$ cat src/rtl/adpll_loop_filter_pgm_pkg.sv
// adpll_pkg: register indices, defaults and saturating add for the ADPLL loop filter
package adpll_pkg;
  localparam logic [2:0] PSEL_KP = 3'd0;
  localparam logic [2:0] PSEL_KI = 3'd1;
  localparam logic [2:0] PSEL_CINIT = 3'd2;
  localparam logic [2:0] PSEL_LTH = 3'd3;
  localparam logic [2:0] PSEL_LCNT = 3'd4;
  localparam int DEF_KP = 1;
  localparam int DEF_KI = 3;
  localparam int DEF_LTH = 1;
  localparam int DEF_LCNT = 16;
  function automatic logic signed [31:0] sat_add(input logic signed [31:0] a, input logic signed [31:0] b,
                                                 input logic signed [31:0] lo, input logic signed [31:0] hi);
    logic signed [31:0] s;
    s = a + b;
    return s < lo ? lo : s > hi ? hi : s;
  endfunction
endpackage

$ cat src/rtl/adpll_loop_filter_pgm_if.sv
// adpll_loop_filter_pgm_if: phase-error, programming and DCO/debug signals of the loop filter
interface adpll_loop_filter_pgm_if #(parameter int W = 8, parameter int PW = 5);
  logic err_valid;
  logic [W-1:0] err_mag;
  logic err_sign;
  logic clr;
  logic pgm;
  logic [2:0] param_sel;
  logic [PW-1:0] pgm_value;
  logic out_sel;
  logic [W-1:0] dco_code;
  logic code_valid;
  logic [W-1:0] dout;
  logic sign;
  logic locked;
  modport master(output err_valid, err_mag, err_sign, clr, pgm, param_sel, pgm_value, out_sel,
                 input dco_code, code_valid, dout, sign, locked);
  modport slave(input err_valid, err_mag, err_sign, clr, pgm, param_sel, pgm_value, out_sel,
                output dco_code, code_valid, dout, sign, locked);
endinterface

$ cat src/rtl/adpll_loop_filter_pgm_lock_det.sv
// adpll_lock_det: counts consecutive in-threshold error samples and flags lock
module adpll_lock_det import adpll_pkg::*; #(
  parameter int W = 8,
  parameter int LCW = 6
) (
  input  logic clk,
  input  logic rst_n,
  input  logic clr,
  input  logic err_valid,
  input  logic [W-1:0] err_mag,
  input  logic [W-1:0] thresh,
  input  logic [LCW-1:0] lock_count,
  output logic locked
);
  localparam logic signed [31:0] CNT_MAX = (32'sd1 <<< LCW) - 32'sd1;
  logic [LCW-1:0] cnt, cnt_n;
  logic in_th;
  always_comb begin
    in_th = err_mag <= thresh;
    cnt_n = in_th ? LCW'(sat_add($signed(32'(cnt)), 32'sd1, 32'sd0, CNT_MAX)) : '0;
  end
  always_ff @(posedge clk or negedge rst_n)
    if (!rst_n) begin
      cnt <= '0;
      locked <= 1'b0;
    end else if (clr) begin
      cnt <= '0;
      locked <= 1'b0;
    end else if (err_valid) begin
      cnt <= cnt_n;
      locked <= in_th && cnt_n >= lock_count;
    end
endmodule

$ cat src/rtl/adpll_loop_filter_pgm.sv
// adpll_loop_filter_pgm: programmable two-stage PI loop filter with saturation and lock detect
module adpll_loop_filter_pgm import adpll_pkg::*; #(
  parameter int W = 8,
  parameter int ACC_W = 12,
  parameter int PW = 5,
  parameter int LCW = 6
) (
  input logic clk,
  input logic rst_n,
  adpll_loop_filter_pgm_if.slave bus
);
  localparam logic [W-1:0] CODE_DEF = {1'b1, {(W-1){1'b0}}};
  localparam logic signed [31:0] ACC_MIN = -(32'sd1 <<< (ACC_W-1));
  localparam logic signed [31:0] ACC_MAX = (32'sd1 <<< (ACC_W-1)) - 32'sd1;
  localparam logic signed [31:0] CODE_MAX = (32'sd1 <<< W) - 32'sd1;
  logic [PW-1:0] kp, ki;
  logic [W-1:0] code_init, lock_thresh;
  logic [LCW-1:0] lock_count;
  logic pgm_q, wr, s1_valid;
  logic signed [W:0] p_s, i_s;
  logic signed [ACC_W-1:0] integ;
  logic [W-1:0] p_mag, i_mag, dco_d;
  logic signed [31:0] integ_w, dco_w, integ_abs;
  always_comb begin
    wr = bus.pgm & ~pgm_q;
    p_mag = bus.err_mag >> kp;
    i_mag = bus.err_mag >> ki;
    integ_w = bus.clr ? 32'sd0 : s1_valid ? sat_add(32'(integ), 32'(i_s), ACC_MIN, ACC_MAX) : 32'(integ);
    dco_w = sat_add(32'($signed({1'b0, code_init})) + 32'(p_s), integ_w, 32'sd0, CODE_MAX);
    dco_d = bus.clr ? CODE_DEF : s1_valid ? W'(dco_w) : bus.dco_code;
    integ_abs = integ_w < 0 ? -integ_w : integ_w;
  end
  always_ff @(posedge clk or negedge rst_n)
    if (!rst_n) begin
      kp <= PW'(DEF_KP);
      ki <= PW'(DEF_KI);
      code_init <= CODE_DEF;
      lock_thresh <= W'(DEF_LTH);
      lock_count <= LCW'(DEF_LCNT);
      pgm_q <= 1'b0;
      s1_valid <= 1'b0;
      p_s <= '0;
      i_s <= '0;
      integ <= '0;
      bus.dco_code <= CODE_DEF;
      bus.code_valid <= 1'b0;
      bus.dout <= CODE_DEF;
      bus.sign <= 1'b0;
    end else begin
      pgm_q <= bus.pgm;
      s1_valid <= bus.err_valid & ~bus.clr;
      if (bus.err_valid) begin
        p_s <= bus.err_sign ? -$signed({1'b0, p_mag}) : $signed({1'b0, p_mag});
        i_s <= bus.err_sign ? -$signed({1'b0, i_mag}) : $signed({1'b0, i_mag});
      end
      integ <= ACC_W'(integ_w);
      bus.dco_code <= dco_d;
      bus.code_valid <= s1_valid & ~bus.clr;
      bus.dout <= bus.out_sel ? (integ_abs > CODE_MAX ? '1 : W'(integ_abs)) : dco_d;
      bus.sign <= bus.out_sel & (integ_w < 0);
      // clear wins over a coincident programming edge
      if (bus.clr) begin
        kp <= PW'(DEF_KP);
        ki <= PW'(DEF_KI);
        code_init <= CODE_DEF;
        lock_thresh <= W'(DEF_LTH);
        lock_count <= LCW'(DEF_LCNT);
      end else if (wr) begin
        if (bus.param_sel == PSEL_KP) kp <= bus.pgm_value;
        if (bus.param_sel == PSEL_KI) ki <= bus.pgm_value;
        if (bus.param_sel == PSEL_CINIT) code_init <= W'(bus.pgm_value) << (W - PW);
        if (bus.param_sel == PSEL_LTH) lock_thresh <= W'(bus.pgm_value);
        if (bus.param_sel == PSEL_LCNT) lock_count <= LCW'(bus.pgm_value);
      end
    end
  adpll_lock_det #(.W(W), .LCW(LCW)) u_lock (
    .clk(clk),
    .rst_n(rst_n),
    .clr(bus.clr),
    .err_valid(bus.err_valid),
    .err_mag(bus.err_mag),
    .thresh(lock_thresh),
    .lock_count(lock_count),
    .locked(bus.locked)
  );
endmodule

$ cat src/flat_wrapper.sv
// flat-port wrapper written by rule: the top's interface ports become plain ports
module adpll_loop_filter_pgm_flat import adpll_pkg::*;
#(
  parameter int W = 8,
  parameter int ACC_W = 12,
  parameter int PW = 5,
  parameter int LCW = 6
)
  (clk, rst_n, bus_err_valid, bus_err_mag, bus_err_sign, bus_clr, bus_pgm, bus_param_sel, bus_pgm_value, bus_out_sel, bus_dco_code, bus_code_valid, bus_dout, bus_sign, bus_locked);
  adpll_loop_filter_pgm_if #(.W(W), .PW(PW)) bus_i ();
  input logic clk;
  input logic rst_n;
  input wire logic [$bits(bus_i.err_valid)-1:0] bus_err_valid;
  input wire logic [$bits(bus_i.err_mag)-1:0] bus_err_mag;
  input wire logic [$bits(bus_i.err_sign)-1:0] bus_err_sign;
  input wire logic [$bits(bus_i.clr)-1:0] bus_clr;
  input wire logic [$bits(bus_i.pgm)-1:0] bus_pgm;
  input wire logic [$bits(bus_i.param_sel)-1:0] bus_param_sel;
  input wire logic [$bits(bus_i.pgm_value)-1:0] bus_pgm_value;
  input wire logic [$bits(bus_i.out_sel)-1:0] bus_out_sel;
  output wire logic [$bits(bus_i.dco_code)-1:0] bus_dco_code;
  output wire logic [$bits(bus_i.code_valid)-1:0] bus_code_valid;
  output wire logic [$bits(bus_i.dout)-1:0] bus_dout;
  output wire logic [$bits(bus_i.sign)-1:0] bus_sign;
  output wire logic [$bits(bus_i.locked)-1:0] bus_locked;
  assign bus_i.err_valid = bus_err_valid;
  assign bus_i.err_mag = bus_err_mag;
  assign bus_i.err_sign = bus_err_sign;
  assign bus_i.clr = bus_clr;
  assign bus_i.pgm = bus_pgm;
  assign bus_i.param_sel = bus_param_sel;
  assign bus_i.pgm_value = bus_pgm_value;
  assign bus_i.out_sel = bus_out_sel;
  assign bus_dco_code = bus_i.dco_code;
  assign bus_code_valid = bus_i.code_valid;
  assign bus_dout = bus_i.dout;
  assign bus_sign = bus_i.sign;
  assign bus_locked = bus_i.locked;
  adpll_loop_filter_pgm #(.W(W), .ACC_W(ACC_W), .PW(PW), .LCW(LCW)) u_core (.clk(clk), .rst_n(rst_n), .bus(bus_i));
endmodule
$ cat config.mk
export PLATFORM = sky130hd
export DESIGN_NAME = adpll_loop_filter_pgm_flat
export DESIGN_NICKNAME = d
export VERILOG_FILES = /design/src/rtl/adpll_loop_filter_pgm_pkg.sv /design/src/rtl/adpll_loop_filter_pgm_if.sv /design/src/rtl/adpll_loop_filter_pgm_lock_det.sv /design/src/rtl/adpll_loop_filter_pgm.sv /design/src/flat_wrapper.sv
export SDC_FILE = /design/constraint.sdc
export NUM_CORES = 1
export LEC_CHECK = 0
export CORE_MARGIN = 4
export CORE_UTILIZATION = 40
export CTS_BUF_LIST = sky130_fd_sc_hd__clkbuf_4
export DETAILED_ROUTE_END_ITERATION = 10
export HOLD_SLACK_MARGIN = 0.15
export SYNTH_ARGS = -nofsm -noshare
export SYNTH_HDL_FRONTEND = slang
export SYNTH_SLANG_ARGS = --single-unit
export TNS_END_PERCENT = 20
$ cat constraint.sdc
create_clock -name clk -period 6.95 [get_ports clk]
set_input_delay 1.0425 -clock clk [delete_from_list [all_inputs] [get_ports clk]]
set_output_delay 1.0425 -clock clk [all_outputs]
set_load 0.1 [all_outputs]
# --- Word level (Yosys, flattened, before mapping) ---
# Cells that the tools add are included.
word_totals:
  ff_bits: 89
  latchBits: 0
  mem_bits_rw: 0
  romBits: 0
  out_inout_bits: 19
  wordCells: 94
  memories: 0
op_classes:
  add_sub_neg: 7
  multipliers: 0
  div_mod_pow: 0
  order_cmp: 10
  n_eq_ne: 4
  shift: 2
  n_mux: 35
  n_bitwise: 6
  reduce_logical: 14
op_table:
  columns: ["cell", "count"]
  rows:
  - ["two-way mux 32 bit", 5]
  - ["two-way mux 8 bit", 12]
  - ["greater-than comparator 32 x 9 -> 1 bit (second input constant)", 2]
  - ["< comparator 32 x 1 -> 1 bit (second input constant)", 2]
  - ["two-way mux 6 bit", 8]
  - ["adder 10 x 32 -> 32 bit", 1]
  - ["greater-than comparator 32 x 12 -> 1 bit (second input constant)", 1]
  - ["< comparator 32 x 12 -> 1 bit (second input constant)", 1]
  - ["negation 32 bit", 1]
  - ["two-way mux 5 bit", 6]
  - ["two-way mux 9 bit", 2]
  - ["negation 8 -> 9 bit", 2]
  - [">> shifter 8 x 5 -> 8 bit", 2]
  - ["nonzero test 2 bit", 7]
  - ["adder 12 x 9 -> 13 bit", 1]
  - ["adder 9 x 9 -> 10 bit", 1]
  - ["AND reduction 2 bit", 5]
  - ["<= comparator 8 bit", 1]
  - ["adder 6 x 1 -> 7 bit (second input constant)", 1]
  - ["greater-than comparator 7 x 6 -> 1 bit (second input constant)", 1]
  - ["< comparator 7 x 1 -> 1 bit (second input constant)", 1]
  - ["equality test 3 x 2 -> 1 bit (second input constant)", 2]
  - [">= comparator 6 bit", 1]
  - ["bitwise AND 1 bit", 4]
  - ["6 further kinds", 8]

# --- Logic depth before layout (Yosys ltp) ---
logic_depth:
  depth_word: 13
  ltp_mapped: 32

# --- Hierarchy ---
# From an unflattened synthesis, not the netlist that was laid out.
hier_totals:
  cells_unflattened: 760
  hier_area_um2: 6766.5
by_module_without_submodules:
  columns: ["mod", "instances", "cells_each", "area_per_inst_um2", "seq_area_each_um2"]
  rows:
  - ["adpll_loop_filter_pgm", 1, 654, 5918.2, 1886.8]
  - ["adpll_lock_det", 1, 106, 848.3, 175.2]

# --- Least setup slack after synthesis ---
# Ideal clock, no wire load.
synth_path:
  path_kind: "flip-flop to flip-flop"
  from: "reg u_core.integ[4]"
  to: "reg u_core.bus.dout[7]"
  setup_time_ps: 83
  arrival_ps: 6225
  required_ps: 6867
  slack_ps: 642
  path_stages_with_launch: 30
  path_buffers: 1
  period_less_slack_ps: 6308
  cell_sequence: "dfrtp_1 > ha_1 > and2_4 > a221oi_4 > a21oi_2 > or3_1 > buf_6 > a211oi_2 > o2bb2ai_1 > fa_1 > inv_1 > ha_1 > a21oi_1 > o21ai_0 > a21oi_1 > o21ai_0 > a31oi_1 > nor2b_1 > o21ai_0 > nand2_1 > a21oi_1 > o21ai_0 > ha_1 > nor3_1 > o221ai_1 > a2111oi_0 > o2111ai_1 > a21oi_1 > o21ai_0 > o32a_1"
synth_between:
  elab_chain_len: 13
synth_lines:
  columns: ["element", "line_no", "source"]
  rows:
  - ["start, declared", "adpll_loop_filter_pgm.sv:21", "logic signed [ACC_W-1:0] integ;"]
  - ["start signal, assigned", "adpll_loop_filter_pgm.sv:56", "integ <= ACC_W'(integ_w);"]
  - ["adder 12 x 9 -> 13 bit", "adpll_loop_filter_pgm_pkg.sv:15", "s = a + b;"]
  - ["greater-than comparator 32 x 12 -> 1 bit", "adpll_loop_filter_pgm_pkg.sv:16", "return s < lo ? lo : s > hi ? hi : s;"]
  - ["two-way mux 32 bit (2 in a row)", "adpll_loop_filter_pgm_pkg.sv:16", null]
  - ["two-way mux 32 bit (*) (2 in a row)", "adpll_loop_filter_pgm.sv:28", "integ_w = bus.clr ? 32'sd0 : s1_valid ? sat_add(32'(integ), 32'(i_s), ACC_MIN, ACC_MAX) : 32'(integ);"]
  - ["adder 10 x 32 -> 32 bit (*)", "adpll_loop_filter_pgm_pkg.sv:15", null]
  - ["greater-than comparator 32 x 9 -> 1 bit", "adpll_loop_filter_pgm_pkg.sv:16", null]
  - ["two-way mux 8 bit", "adpll_loop_filter_pgm_pkg.sv:16", null]
  - ["two-way mux 8 bit (*)", "adpll_loop_filter_pgm_pkg.sv:16", null]
  - ["two-way mux 8 bit (*) (2 in a row)", "adpll_loop_filter_pgm.sv:30", "dco_d = bus.clr ? CODE_DEF : s1_valid ? W'(dco_w) : bus.dco_code;"]
  - ["via u_core.dco_d[7]", "adpll_loop_filter_pgm.sv:22", "logic [W-1:0] p_mag, i_mag, dco_d;"]
  - ["two-way mux 8 bit (*)", "adpll_loop_filter_pgm.sv:59", "bus.dout <= bus.out_sel ? (integ_abs > CODE_MAX ? '1 : W'(integ_abs)) : dco_d;"]
  - ["end signal, assigned", "adpll_loop_filter_pgm.sv:59", null]
  - ["end, declared", "adpll_loop_filter_pgm_if.sv:19", "output dco_code, code_valid, dout, sign, locked);"]
# The timed path passes the listed nets; every way through them passes the cells marked *.
# A chain may end at the register's enable or synchronous reset.

# --- Worst setup path after layout ---
layout_path:
  from: "reg u_core.integ[4]"
  to: "reg u_core.bus.dout[7]"
layout_between:
  elab_chain_len: 13
layout_lines:
  columns: ["element", "line_no", "source"]
  rows:
  - ["adder 12 x 9 -> 13 bit (*)", "adpll_loop_filter_pgm_pkg.sv:15", null]
  - ["greater-than comparator 32 x 12 -> 1 bit", "adpll_loop_filter_pgm_pkg.sv:16", null]
  - ["two-way mux 32 bit", "adpll_loop_filter_pgm_pkg.sv:16", null]
  - ["two-way mux 32 bit (*)", "adpll_loop_filter_pgm_pkg.sv:16", null]
  - ["two-way mux 32 bit (*) (2 in a row)", "adpll_loop_filter_pgm.sv:28", null]
  - ["via u_core.integ_w[1]", "adpll_loop_filter_pgm.sv:23", "logic signed [31:0] integ_w, dco_w, integ_abs;"]
  - ["adder 10 x 32 -> 32 bit (*)", "adpll_loop_filter_pgm_pkg.sv:15", null]
  - ["greater-than comparator 32 x 9 -> 1 bit", "adpll_loop_filter_pgm_pkg.sv:16", null]
  - ["two-way mux 8 bit", "adpll_loop_filter_pgm_pkg.sv:16", null]
  - ["two-way mux 8 bit (*)", "adpll_loop_filter_pgm_pkg.sv:16", null]
  - ["two-way mux 8 bit (*) (2 in a row)", "adpll_loop_filter_pgm.sv:30", null]
  - ["via u_core.dco_d[7]", "adpll_loop_filter_pgm.sv:22", null]
  - ["two-way mux 8 bit (*)", "adpll_loop_filter_pgm.sv:59", null]
# Marks and branches as above.

==> results.sh <==
export IMPL_setup_viol=0
export IMPL_critical_path_max_stage_delay_ns=0.42
export IMPL_track_usage_pct=18.3
export IMPL_totalWireLength_um=16300
export IMPL_hold_buffers=0
export IMPL_grt_overflow=0
export IMPL_drc=0
export IMPL_ir_drop_mv=0.115
export IMPL_clock_sinks=82
export IMPL_path_buf_inv=3
export IMPL_via_per_inst=5.58
export IMPL_postRouteAntennaNets=0
export IMPL_synth_top_cells_by_area="dfrtp_1, ha_1, mux2i_1"
export IMPL_syn_nets=814
export IMPL_async_flop_share_pct=100
export IMPL_netlist_area_mm2=0.00647
export IMPL_synthDistinctLibCells=73
export IMPL_netlist_area_leader_share_pct=28.6
export IMPL_die_w_um=135
export IMPL_clock_latency_ns=0.50
export IMPL_die_h_um=135
export IMPL_clockBufferDepth=2
export IMPL_antenna_cells=0
export IMPL_via_count=5532
export IMPL_cts_root_buf="clkbuf_4"
export IMPL_skew_ns=0.0309
export IMPL_hpwl_um=12500
export IMPL_synth_top_area_cell="dfrtp_1"
export IMPL_timing_final_hold_violations=0
export IMPL_worst_pin_slew_ns=0.996
export IMPL_yosysWarnings=0
export IMPL_grtUsageMet3_pct=3.86
export IMPL_die_area_mm2=0.0183
export IMPL_critPathTopFamily="compound AO/OA/AOI/OAI gates"
export IMPL_place_area_mm2=0.00709
export IMPL_drive_gt1_share_pct=9.94
export IMPL_h_tree_depth=3
export IMPL_grt_pass1_vias=5311
export IMPL_crit_arrival_ns=6.95
export IMPL_critPathSlowestCell="dfrtp_1"
export IMPL_end_kind="flop"
export IMPL_relSlewSlack_pct=33.4
export IMPL_hp_class="in -> async"
export IMPL_timing_fmax_ghz=0.153
export IMPL_met2_usage_pct=31.7
export IMPL_area_growth_syn_to_layout_pct=13.1
export IMPL_dr_first_iter_drc_count=357
export IMPL_layout_min_cycle_time_ns=6.53
export IMPL_cp_max_fo=10
export IMPL_synth_edf_count=0
export IMPL_p_leak_nw=3.38
export IMPL_cts_tree="built"
export IMPL_core_area_mm2=0.0159
export IMPL_fin_util_pct=46.0
export IMPL_rr_startpoint="u_core.integ[4]$_DFF_PN0_"
export IMPL_grt_first_pass_wirelength_um=26700
export IMPL_ioPinCount=42
export IMPL_ys_flop_type="dfrtp_1"
export IMPL_setup_ws_ns=0.418
export IMPL_worstPathRequired_ns=7.37
export IMPL_maxCapViolations=0
export IMPL_synth_cells=733
export IMPL_grt_util_met1_pct=23.2
export IMPL_p_per_area_mw_per_mm2=207
export IMPL_reg2reg_setup_slack_ns=0.42
export IMPL_rows=46
export IMPL_r2r_cells=29
export IMPL_startpoint_type="flop"
export IMPL_ys_seq_area_share_pct=31.9
export IMPL_wl_per_cell_um=16.4
export IMPL_path_clk_slew_ns=0.16
export IMPL_finalCritPeriodShare_pct=94.0
export IMPL_outcome="finished clean"
export IMPL_antenna_found_initial=0
export IMPL_dp_slack_ns=0.109
export IMPL_crit_type="reg -> reg"
export IMPL_syn_area_per_cell_um2=8.82
export IMPL_final_net_count=851
export IMPL_synth_seq_cells=82
export IMPL_reg2reg_to="u_core.bus.dout[7]$_DFF_PN1_"
export IMPL_start_util_pct=40.7
export IMPL_slew_viol_final=0
export IMPL_first_pass_iters=5
export IMPL_cts_buffers=9
export IMPL_port_buffer_count=41
export IMPL_final_area_mm2=0.00731
export IMPL_critPathLaunch="u_core.integ[4]$_DFF_PN0_"
export IMPL_busiest_layer="met2"
export IMPL_gp_congestion=0.893
export IMPL_grt_max_degree=53
flip-flops by register name, summed over array words and instances (netlist names), 5 cells and up:
name	flops
u_core.bus.dout	8
u_core.p_s	9
u_core.lock_thresh	5
u_core.lock_count	5
u_core.u_lock.cnt	6
u_core.kp	5
u_core.code_init	5
u_core.ki	5
u_core.i_s	9
u_core.bus.dco_code	8
u_core.integ	12
through the flow:
stage          instances  hold WS (ns)  power (mW)  TNS (ns)
6_report             991         0.468        1.51         0
3_5_place_dp         970         0.505        1.23         0
5_1_grt              991         0.446        1.62    -0.109
2_1_floorplan        733         0.485        1.05         0
4_1_cts              986         0.452        1.51         0
3_3_place_gp         970         0.483        1.22         0
where the power goes:
group | leakage [nW] | internal, mW | total (mW) | switching [mW]
sequential | 1.04 | 0.520 | 0.549 | 0.0297
clock | 0.0600 | 0.0808 | 0.269 | 0.188
combinational | 2.27 | 0.253 | 0.695 | 0.442
repair_timing:
item / in CTS / in global routing
setup endpoints to repair: 0 / 16
buffers inserted: 0 / 5
gates resized for setup: 0 / 14
worst max path at each step:
stage                     slack (ns)  depth (start not counted)                      endpoint
after floorplan                 0.64                         29  u_core.bus.dout[7]$_DFF_PN1_
after global placement          0.33                         29  u_core.bus.dout[0]$_DFF_PN0_
after detailed placement        0.11                         29  u_core.bus.dout[0]$_DFF_PN0_
after CTS                       0.03                         29  u_core.bus.dout[0]$_DFF_PN0_
after global routing           -0.03                         31  u_core.bus.dout[0]$_DFF_PN0_
final                           0.42                         29  u_core.bus.dout[7]$_DFF_PN1_
per-layer routing:
layer  vias to the layer above  wire length (um)
li1                       2721                 -
met1                      2646              7280
met2                       141              7940
met3                        24               736
met4                         0               316
met5                         -                 0
synth_stat cells (all sizes together) (13+ instances only):
cell / count
a21o: 24
a21oi: 65
clkbuf: 27
dfrtp: 74
ha: 51
inv: 51
mux2i: 37
nand2: 43
nand2b: 16
nand3: 13
nor2: 78
nor3: 20
o21ai: 29
xnor2: 21
xor2: 13
layout make-up:
type	instances	area, um2
sequential	82	2060
clock buffer	10	75.1
timing repair buffer	58	531
multi-input combinational	567	4130
tap	216	270
clock inverter	6	48.8
fill	1557	8570
inverter	52	195
kinds of logic (layout without fill, tap and decap cells):
family	Yosys count	after routing	synth area share [%]
adders and majority gates	59	59	12.2
xor gates and xnor gates	34	34	4.61
and+or+nand+nor	225	225	17.3
buffers and inverters	84	126	5.11
AOI/OAI and AO/OA	206	206	22.1
DFF	82	82	31.9
muxes	43	43	6.77
cells in the final DEF (no fill, tap or decap), drive strengths merged, types with 12 or more instances in the layout:
cell type      count
clkdlybuf4s50     39
xnor2             21
ha                51
nand3             13
nand2b            16
dfrtp             74
nor3              20
mux2i             37
xor2              13
o21ai             29
a21oi             65
a21o              24
a211o             12
nor2              78
buf               19
nand2             43
inv               54
nor2b             12
No activity file was read; power rests on OpenSTA's default activity.
